<file path="src/rtl/rr_decoder_arbiter.sv">
// Four-requester round-robin arbiter. The grant is presented in 2x4-decoder form:
// index {A,B}, active-low enable E, and the decoded active-low one-hot lines D.
`timescale 1ns/1ps

module rr_decoder_arbiter #(
    parameter int HOLD_MAX = 8   // legal range 1..255
) (
    input  logic       clk,
    input  logic       rst,
    input  logic [0:3] R,
    output logic [0:3] D,
    output logic       A,
    output logic       B,
    output logic       E,
    output logic       busy
);

    typedef enum logic {
        IDLE  = 1'b0,
        GRANT = 1'b1
    } state_t;

    localparam logic [7:0] CNT_LAST = 8'(HOLD_MAX - 1);

    state_t     state_q, state_d;
    logic [1:0] ptr_q,   ptr_d;
    logic [7:0] cnt_q,   cnt_d;
    logic       a_q,     a_d;
    logic       b_q,     b_d;
    logic       e_q,     e_d;
    logic       busy_q,  busy_d;
    logic [0:3] d_q,     d_d;

    logic [1:0] grant_idx;
    logic [1:0] pick_idx;
    logic       pick_valid;
    logic [1:0] cand;

    assign grant_idx = {a_q, b_q};

    // Scan from the farthest offset down so the requester closest to ptr wins.
    always_comb begin
        // NOTE: every variable gets a default before any branch; otherwise an
        // unassigned path would infer a latch.
        pick_valid = 1'b0;
        pick_idx   = ptr_q;
        cand       = ptr_q;
        for (int k = 3; k >= 0; k--) begin
            cand = ptr_q + 2'(k);
            if (R[cand]) begin
                pick_valid = 1'b1;
                pick_idx   = cand;
            end
        end
    end

    always_comb begin
        state_d = state_q;
        ptr_d   = ptr_q;
        cnt_d   = cnt_q;
        a_d     = a_q;
        b_d     = b_q;
        e_d     = e_q;
        busy_d  = busy_q;

        case (state_q)
            IDLE: begin
                if (pick_valid) begin
                    state_d    = GRANT;
                    {a_d, b_d} = pick_idx;
                    e_d        = 1'b0;
                    busy_d     = 1'b1;
                    cnt_d      = 8'd0;
                end
            end
            GRANT: begin
                if (!R[grant_idx] || (cnt_q == CNT_LAST)) begin
                    // Release: A,B keep the last index; ptr moves past the holder.
                    state_d = IDLE;
                    e_d     = 1'b1;
                    busy_d  = 1'b0;
                    cnt_d   = 8'd0;
                    ptr_d   = grant_idx + 2'd1;
                end else begin
                    cnt_d = cnt_q + 8'd1;
                end
            end
            default: begin
                state_d = IDLE;
            end
        endcase

        // D is decoded from the next-state index/enable so it registers in step with them.
        d_d = 4'b1111;
        if (!e_d) begin
            d_d[{a_d, b_d}] = 1'b0;
        end
    end

    always_ff @(posedge clk or posedge rst) begin
        if (rst) begin
            state_q <= IDLE;
            ptr_q   <= 2'd0;
            cnt_q   <= 8'd0;
            a_q     <= 1'b0;
            b_q     <= 1'b0;
            e_q     <= 1'b1;
            busy_q  <= 1'b0;
            d_q     <= 4'b1111;
        end else begin
            // NOTE: non-blocking assignments so every register samples the
            // pre-edge values, independent of statement order.
            state_q <= state_d;
            ptr_q   <= ptr_d;
            cnt_q   <= cnt_d;
            a_q     <= a_d;
            b_q     <= b_d;
            e_q     <= e_d;
            busy_q  <= busy_d;
            d_q     <= d_d;
        end
    end

    assign D    = d_q;
    assign A    = a_q;
    assign B    = b_q;
    assign E    = e_q;
    assign busy = busy_q;

endmodule

</file>
<file path="config.mk">
export PLATFORM = sky130hd
export DESIGN_NAME = rr_decoder_arbiter
export DESIGN_NICKNAME = d
export VERILOG_FILES = /design/src/rtl/rr_decoder_arbiter.sv
export SDC_FILE = /design/constraint.sdc
export NUM_CORES = 1
export LEC_CHECK = 0
export ABC_AREA = 1
export CORE_UTILIZATION = 54
export DETAILED_ROUTE_END_ITERATION = 7
export PLACE_DENSITY = 0.77
export SLEW_MARGIN = 25
export SYNTH_ARGS = -nofsm -noshare
export SYNTH_HDL_FRONTEND = slang
export SYNTH_SLANG_ARGS = --single-unit
</file>
<file path="constraint.sdc">
create_clock -name clk -period 1.7 [get_ports clk]
set_input_delay 0.34 -clock clk [delete_from_list [all_inputs] [get_ports clk]]
set_output_delay 0.34 -clock clk [all_outputs]
set_load 0.05 [all_outputs]
</file>
==> results.sh <==
export IMPL_clock_sinks=19
export IMPL_cp_depth=9
export IMPL_start_kind="flop"
export IMPL_drt_wl_total_um=2530
export IMPL_clock_latency_ns=0.30
export IMPL_core_um2=2020
export IMPL_wl_per_cell_um=12.1
export IMPL_yosysUniqueCellTypes=26
export IMPL_die_y_um=48.9
export IMPL_clk_pin_slew_ns=0.10
export IMPL_drt_met1_wl_um=1100
export IMPL_slew_headroom_pct=73.9
export IMPL_intPower_mw=1.46
export IMPL_endpoint="busy"
export IMPL_top_layer_used="met4"
export IMPL_cts_root_buf="clkbuf_4"
export IMPL_synth_compound_area_share_pct=9.15
export IMPL_start_util_pct=58.8
export IMPL_grt_pass1_vias=985
export IMPL_dpl_hpwl_um=1930
export IMPL_avgSynthCellArea_um2=7.53
export IMPL_async_flop_share_pct=100
export IMPL_final_cell_mix="nand2_1, nand2_2, inv_1, dfrtp_1, nand3_1"
export IMPL_portBuffers=13
export IMPL_clock_fmax_mhz=616
export IMPL_crit_start="cnt_q[0]"
export IMPL_p_leak_nw=0.736
export IMPL_p_switching_mw=1.54
export IMPL_n_antenna_cell=0
export IMPL_fin_cells=209
export IMPL_cts_tree="built"
export IMPL_met3RoutedLength_um=146
export IMPL_htreeDepth=1
export IMPL_grt_antenna_before_repair=0
export IMPL_post_cts_repair_setup_buffers=0
export IMPL_die_area_um2=2400
export IMPL_timing_rr_start="cnt_q[0]"
export IMPL_cp_data_arrival_time_ns=1.82
export IMPL_setup_viol=0
export IMPL_worstSetupPathType="reg -> reg"
export IMPL_hold_violations=0
export IMPL_grt_pass1_wl_um=4280
export IMPL_power_density_nw_per_um2=2000
export IMPL_drtIter0Drc=30
export IMPL_clock_skew_ns=0.00443
export IMPL_synth_top_family_by_area="simple AND/OR/NAND/NOR gates"
export IMPL_syn_num_nets=165
export IMPL_nets=190
export IMPL_crit_path_max_fanout=6
export IMPL_syn_to_final_growth_pct=26.3
export IMPL_slew_viol_final=0
export IMPL_ant_nets=0
export IMPL_layout_commonest_cell="nand2_1"
export IMPL_period_minus_slack_ns=1.62
export IMPL_max_stage_delay_ns=0.43
export IMPL_grt_max_degree=12
export IMPL_netlist_instances=158
export IMPL_r2r_cells=9
export IMPL_synth_fa_ha_area_share_pct=1.05
export IMPL_synth_seq_area_share_pct=40.5
export IMPL_path_cells="ha_1 > nand2_1 > nor3_1 > nand2_1 > nand2_1 > a21oi_2 > nor2_2 > buf_4 > nor2_1"
export IMPL_status="complete, no violations"
export IMPL_overflow=0
export IMPL_holdWs_ns=0.311
export IMPL_viasPerCell=5.24
export IMPL_yosys_area_top_type="dfrtp_1"
export IMPL_path_buf_inv=1
export IMPL_power_frac_clock_pct=7.5
export IMPL_ys_ff_latch=19
export IMPL_grt_total_usage_pct=23.8
export IMPL_wl_met2_um=1220
export IMPL_hold_class="in -> async"
export IMPL_cts_buffer_depth=2
export IMPL_drtPass1Iterations=4
export IMPL_gp_congestion=0.805
export IMPL_synth_edf_count=0
export IMPL_synth_ff_type="dfrtp_1"
export IMPL_cap_violations=0
export IMPL_power_frac_seq_pct=25.3
export IMPL_drive_gt1_share_pct=34.6
export IMPL_synth_area_um2=1190
export IMPL_dp_cells=205
export IMPL_cts_buffers=3
export IMPL_grt_setup_unrepaired="true"
export IMPL_cp_end_kind="flop"
export IMPL_ios=14
export IMPL_finalCritPeriodShare_pct=95.5
export IMPL_netSwitchingFraction_pct=51.4
export IMPL_p_comb_share_pct=67.3
export IMPL_cp_slowest_cell="dfrtp_1"
export IMPL_yosysTopAreaCellShare_pct=29.4
export IMPL_yosysWarnings=0
export IMPL_yosys_area_share_xor_xnor_pct=2.21
export IMPL_synth_area_leaders="dfrtp_1, dfstp_2, nand2_1, nand2_2, inv_1"
export IMPL_fill_cells=152
export IMPL_ir_worst_vdd_mv=1.40
export IMPL_synth_simple_area_share_pct=37.3
export IMPL_rows=16
export IMPL_crit_required_ns=1.90
export IMPL_drc_errors=0
export IMPL_critPathMostFrequentCell="nand2_1"
export IMPL_final_core_util_pct=74.3
export IMPL_r2r_end="busy"
export IMPL_synth_area_mux_share_pct=0
export IMPL_die_w_um=48.9
export IMPL_via_count=1096
export IMPL_reg2reg_slack_ns=0.08
export IMPL_crit_family="simple AND/OR/NAND/NOR gates"
export IMPL_worst_pin_slew_ns=0.390
## worst min-delay path by stage
stage / from / to / slack (ns) / cells past startpoint
global route: rst / busy / 0.34 / 2
global placement: busy / busy / 0.50 / 2
floorplan: rst / A / 0.29 / 1
detailed placement: busy / busy / 0.50 / 2
CTS: rst / busy / 0.32 / 2
finish: rst / busy / 0.31 / 2
## power groups by stage
| stage | clock (mW) | combinational, mW | sequential (mW) |
|---|---|---|---|
| 6_report | 0.225 | 2.02 | 0.758 |
| 5_1_grt | 0.255 | 2.21 | 0.774 |
| 4_1_cts | 0.231 | 1.97 | 0.749 |
| 3_5_place_dp | 0 | 1.94 | 0.757 |
| 3_3_place_gp | 0 | 1.90 | 0.749 |
| 2_1_floorplan | 0 | 1.14 | 0.972 |
## final cells by class
| class | count | area (um^2) | area share [%] |
|---|---|---|---|
| clock buffer | 4 | 26.3 | 1.75 |
| multi-input combinational | 112 | 611 | 40.6 |
| inverter | 26 | 105 | 6.99 |
| sequential | 19 | 482 | 32.1 |
| tap | 27 | 33.8 | 2.25 |
| timing repair buffer | 21 | 245 | 16.3 |
## state kept, by name, indices dropped and copies added (netlist names)
signal,count
D,4
B,1
A,1
state_q,1
ptr_q,2
cnt_q,8
E,1
busy,1
## metrics by stage
| step | setup TNS, ns | setup slack, ns | total power [mW] | instance area, um^2 |
|---|---|---|---|---|
| after detailed placement | -2.20 | -0.223 | 2.70 | 1460 |
| after CTS | 0 | 0.0584 | 2.95 | 1490 |
| after global routing | -0.102 | -0.0466 | 3.24 | 1500 |
| after floorplan | 0 | 0.0482 | 2.12 | 1190 |
| final | 0 | 0.0760 | 3.00 | 1500 |
| after global placement | -1.55 | -0.171 | 2.65 | 1460 |
## cell families after synthesis
family | after synthesis
AO/OA/AOI/OAI | 19
XOR/XNOR | 3
adder cells (fa/ha/maj) | 1
buffers and inverters | 27
flip-flops | 19
AND/OR/NAND/NOR | 89
## per-layer routing
metal	GRT usage (%)	vias up
met5	0	-
met2	39.6	33
met1	30.5	507
li1	-	549
met4	10.3	0
met3	4.05	7
## what timing repair did
| item | in CTS | in global routing |
|---|---|---|
| pin swaps | 0 | 0 |
| endpoints found under the setup margin | 4 | 7 |
| hold endpoints to repair | 0 | 0 |
| gates resized for setup | 1 | 4 |
| hold buffers | 0 | 0 |
## synthesized netlist by cell type (2+ instances only)
master   instances
dfstp_2          5
nand2_1         34
inv_2            6
dfrtp_1         14
xor2_1           2
nor3_1           2
nand2_2         20
o21ai_0          9
a21oi_1          3
nor2_1          10
inv_1           19
nand4_1          6
o22ai_1          3
nor2_2           3
nand3_1         11
(Power assumes the default switching activity.)
